**src/rtl/quad_demux_pkg.sv**
```systemverilog
// quad_demux_pkg: shared constants and slot state type for the quad 1-to-2 demultiplexer.
package quad_demux_pkg;
    localparam int WIDTH_DEFAULT = 4;
    localparam int CNT_W_DEFAULT = 8;
    localparam logic SEL_A = 1'b0;
    localparam logic SEL_B = 1'b1;
    typedef enum logic {SLOT_EMPTY, SLOT_FULL} slot_state_t;
endpackage

```
**src/rtl/quad_one_to_two_demux_slot.sv**
```systemverilog
// demux_slot: one-entry output buffer with its own transfer counter.
module demux_slot
    import quad_demux_pkg::*;
#(
    parameter int WIDTH = WIDTH_DEFAULT,
    parameter int CNT_W = CNT_W_DEFAULT
) (
    input  logic             clk,
    input  logic             rst,
    input  logic             load,
    input  logic [WIDTH-1:0] load_data,
    input  logic             gate,
    input  logic             ready,
    output logic             full,
    output logic             drain,
    output logic [WIDTH-1:0] word,
    output logic [CNT_W-1:0] count
);
    slot_state_t state;
    assign full  = state == SLOT_FULL;
    assign drain = full & ~gate & ready;
    // A load in the same cycle as a drain keeps the slot FULL with the new word.
    always_ff @(posedge clk) begin
        if (rst) begin
            state <= SLOT_EMPTY;
            word  <= '0;
            count <= '0;
        end else begin
            if (load) begin
                state <= SLOT_FULL;
                word  <= load_data;
            end else if (drain) begin
                state <= SLOT_EMPTY;
            end
            if (drain) count <= count + CNT_W'(1);
        end
    end
endmodule

```
**src/rtl/quad_one_to_two_demux.sv**
```systemverilog
// quad_one_to_two_demux: routes a valid/ready input stream to one of two buffered channels.
module quad_one_to_two_demux
    import quad_demux_pkg::*;
#(
    parameter int WIDTH = WIDTH_DEFAULT,
    parameter int CNT_W = CNT_W_DEFAULT
) (
    input  logic             clk,
    input  logic             rst,
    input  logic [WIDTH-1:0] in_data,
    input  logic             in_valid,
    output logic             in_ready,
    input  logic             S,
    input  logic             E,
    output logic [WIDTH-1:0] a_data,
    output logic             a_valid,
    input  logic             a_ready,
    output logic [WIDTH-1:0] b_data,
    output logic             b_valid,
    input  logic             b_ready,
    output logic [CNT_W-1:0] a_count,
    output logic [CNT_W-1:0] b_count
);
    logic sel_b, accept;
    logic a_full, b_full, a_drain, b_drain;
    logic [WIDTH-1:0] a_word, b_word;
    assign sel_b    = S == SEL_B;
    assign in_ready = ~E & (sel_b ? (~b_full | b_drain) : (~a_full | a_drain));
    assign accept   = in_valid & in_ready;
    demux_slot #(.WIDTH(WIDTH), .CNT_W(CNT_W)) u_a (
        .clk(clk), .rst(rst), .load(accept & ~sel_b), .load_data(in_data),
        .gate(E), .ready(a_ready), .full(a_full), .drain(a_drain),
        .word(a_word), .count(a_count)
    );
    demux_slot #(.WIDTH(WIDTH), .CNT_W(CNT_W)) u_b (
        .clk(clk), .rst(rst), .load(accept & sel_b), .load_data(in_data),
        .gate(E), .ready(b_ready), .full(b_full), .drain(b_drain),
        .word(b_word), .count(b_count)
    );
    // Disabled outputs read as idle zeros while the slots keep their contents.
    assign a_valid = a_full & ~E;
    assign b_valid = b_full & ~E;
    assign a_data  = a_valid ? a_word : '0;
    assign b_data  = b_valid ? b_word : '0;
endmodule

```
**config.mk**
```make
export PLATFORM = sky130hd
export DESIGN_NAME = quad_one_to_two_demux
export DESIGN_NICKNAME = d
export VERILOG_FILES = /design/src/rtl/quad_demux_pkg.sv /design/src/rtl/quad_one_to_two_demux_slot.sv /design/src/rtl/quad_one_to_two_demux.sv
export SDC_FILE = /design/constraint.sdc
export NUM_CORES = 1
export LEC_CHECK = 0
export ABC_AREA = 1
export CAP_MARGIN = 15
export CORE_ASPECT_RATIO = 0.6
export CORE_UTILIZATION = 45
export DETAILED_ROUTE_END_ITERATION = 7
export PLACE_DENSITY_LB_ADDON = 0.3
export SLEW_MARGIN = 20
export SYNTH_ARGS = -nofsm -noshare
export SYNTH_HDL_FRONTEND = slang
export SYNTH_SLANG_ARGS = --single-unit
```
**constraint.sdc**
```tcl
create_clock -name clk -period 1.6 [get_ports clk]
set_input_delay 0.16 -clock clk [delete_from_list [all_inputs] [get_ports clk]]
set_output_delay 0.16 -clock clk [all_outputs]
set_load 0.02 [all_outputs]
```
==> impl_metrics.json <==
{
  "finClkSkew_ns": 0.00511,
  "max_stage_delay_ns": 0.65,
  "multi_input_area_um2": 693,
  "fmaxAchievable_mhz": 650,
  "crit_start": "u_a.count[4]",
  "yosys_warnings": 0,
  "p_clk_share_pct": 39.3,
  "ys_ff_latch": 26,
  "avgSynthCellArea_um2": 6.82,
  "combPwrFrac_pct": 11.7,
  "die_width_um": 72.7,
  "grt_pass1_vias": 1129,
  "io_pins": 38,
  "htree_levels": 1,
  "overflow": 0,
  "status": "complete, no violations",
  "irDropWorstVdd_mv": 0.501,
  "dpl_cell_area_um2": 1890,
  "hold_class": "input pin to flop",
  "place_inst": 291,
  "instances_no_fill": 295,
  "critPathLaunchType": "flop",
  "ys_seq_area_share_pct": 38.6,
  "num_vias": 1342,
  "slew_viol_final": 0,
  "drive_gt1_share_pct": 17.3,
  "p_switching_mw": 0.299,
  "io_buffers": 37,
  "numCtsBuffers": 3,
  "cp_cell_sequence": "clkdlybuf4s50_1",
  "rsz0062_at_grt": "false",
  "crit_type": "flop to output port",
  "power.leakage_nw": 0.917,
  "place_hpwl_mm": 2.48,
  "fin_worst_hold_slack_ns": 0.281,
  "cp_top_family": "buffers and inverters",
  "clock_sinks": 26,
  "vias_per_cell": 4.55,
  "cp.required_ns": 1.44,
  "cts_tree": "built",
  "fill_cells": 223,
  "wire_per_inst_um": 11.1,
  "postCtsSetupRepairBufs": 0,
  "drtIter0Drc": 79,
  "die_area_um2": 3230,
  "setup_viol": 0,
  "n_antenna_cell": 0,
  "syn_to_final_growth_pct": 45.9,
  "min-delay-start": "b_ready",
  "drc": 0,
  "area.sequential_um2": 520,
  "cts-root-buf": "clkbuf_8",
  "internal-power_mw": 1.07,
  "tightestPinTransition_ns": 0.298,
  "rows": 14,
  "clk-insertion-delay-late_ns": 0.27,
  "finalCritPeriodShare_pct": 96.2,
  "drt_wl_total_mm": 3.29,
  "core_area_um2": 2660,
  "period_needed_ns": 1.54,
  "antenna_found_initial": 0,
  "endpoint_kind": "output port",
  "grt_use_total_pct": 21.7,
  "syn_nets": 211,
  "finalHoldViolCount": 0,
  "clk_pin_slew_worst_paths_ns": 0.09,
  "pwr-share-seq_pct": 49.0,
  "final_cell_area_um2": 1970,
  "slowest_stage": "clkdlybuf4s50_1",
  "maxCapViolCount": 0,
  "ctsLongestPathBuffers": 2,
  "cp_max_fo": 6,
  "slew_headroom_pct": 80.1,
  "power_density_nw_per_um2": 695,
  "syn_inst": 198,
  "reg2reg_from": "u_b.full",
  "num-nets-final": 269,
  "grt_max_degree": 16,
  "grt_pass1_wl_mm": 5.30,
  "gp_congestion": 0.853,
  "swShare_pct": 21.9,
  "finalPower_mw": 1.37,
  "die_h_um": 44.4,
  "cp.arrival_ns": 1.38,
  "antenna_left": 0,
  "synthesis.area_um2": 1350,
  "critical_path_buf_inv_count": 1,
  "fin_setup_tns_ns": 0,
  "ys_types": 26,
  "dr.pass1.iters": 4,
  "initial_core_util_pct": 50.7
}
-- path summary, 6_finish.rpt --
path | endpoint | slack (ns) | depth (start not counted)
worst min register to register | u_b.count[0] | 0.51 | 2
worst max register to register | u_b.count[5] | 0.27 | 9
worst max-delay path | a_count[4] | 0.06 | 1
worst min-delay path | u_b.count[0] | 0.28 | 3
-- registers in the layout, summed over array words and instances (netlist names) --
signal     flops
u_a.count      8
u_a.full       1
u_a.word       4
u_b.count      8
u_b.full       1
u_b.word       4
-- metal layers --
metal / track usage [%] / up-vias / share of wire [%]
met5: 0 / - / 0
met4: 3.53 / 0 / 0.94
met3: 5.69 / 4 / 5.2
met2: 33.6 / 36 / 41
met1: 31.0 / 582 / 53
li1: - / 720 / -
-- power groups by stage --
stage                     Sequential (mW)  Combinational [mW]  Clock [mW]
final                               0.671               0.161       0.538
after global routing                0.673               0.175       0.582
after CTS                           0.670               0.158       0.549
after detailed placement            0.685               0.158           0
after global placement              0.685               0.154           0
after floorplan                     0.687              0.0740           0
-- cells in the final DEF (no fill, tap or decap), types with 3 or more instances in the layout --
cell              n
a21oi_1           8
dlygate4sd2_1    10
nand2_1          46
o21ai_0           6
nor2_2            4
dfxtp_1          26
nor2_1           39
nor2_4            4
nand3_1           4
buf_4            18
nand2_4           3
nor3_1            5
inv_1            33
clkbuf_8          3
clkdlybuf4s50_1  24
-- area by class of cell --
cell class	count	share of cell area [%]
clock buffers	3	2.10
clock inverters	1	1.52
inverters	36	6.86
multi-input cells	134	35.2
flip-flops and latches	26	26.4
well taps	40	2.54
repair buffers	55	25.3
-- cells by family after synthesis --
group                    after synthesis  synth area share [%]
AO/OA/AOI/OAI                         18                  6.95
buffers and inverters                 38                  11.2
XOR/XNOR                               1                 0.649
flip-flops                            26                  38.6
adder cells (fa/ha/maj)                2                  1.85
AND/OR/NAND/NOR                      113                  40.8
-- Yosys cell counts, drive strengths merged --
| master | count | area share (%) |
|---|---|---|
| nor3 | 6 | 2.6 |
| xnor2 | 1 | 0.65 |
| o21ai | 8 | 3.0 |
| o21bai | 1 | 0.56 |
| ha | 2 | 1.9 |
| nand3 | 6 | 3.0 |
| buf | 2 | 1.2 |
| nand4 | 3 | 3.0 |
| inv | 35 | 9.7 |
| nand2 | 51 | 16 |
| a31oi | 1 | 0.46 |
| clkinv | 1 | 0.28 |
| nor2 | 47 | 16 |
| dfxtp | 26 | 39 |
| a21oi | 8 | 3.0 |
-- metrics by stage --
stage | utilization [%] | worst slack (ns)
final | 74.0 | 0.0614
after global routing | 74.0 | 0.0246
after CTS | 73.4 | 0.00564
after detailed placement | 71.0 | -0.384
after global placement | 71.0 | -0.315
after floorplan | - | 0.326
-- what timing repair did --
| action | CTS | global route |
|---|---|---|
| hold endpoints to repair | 0 | 0 |
| setup endpoints to repair | 11 | 6 |
| gates resized for setup | 14 | 3 |
| hold buffers | 0 | 0 |
Power figures use the tool's default switching activity.
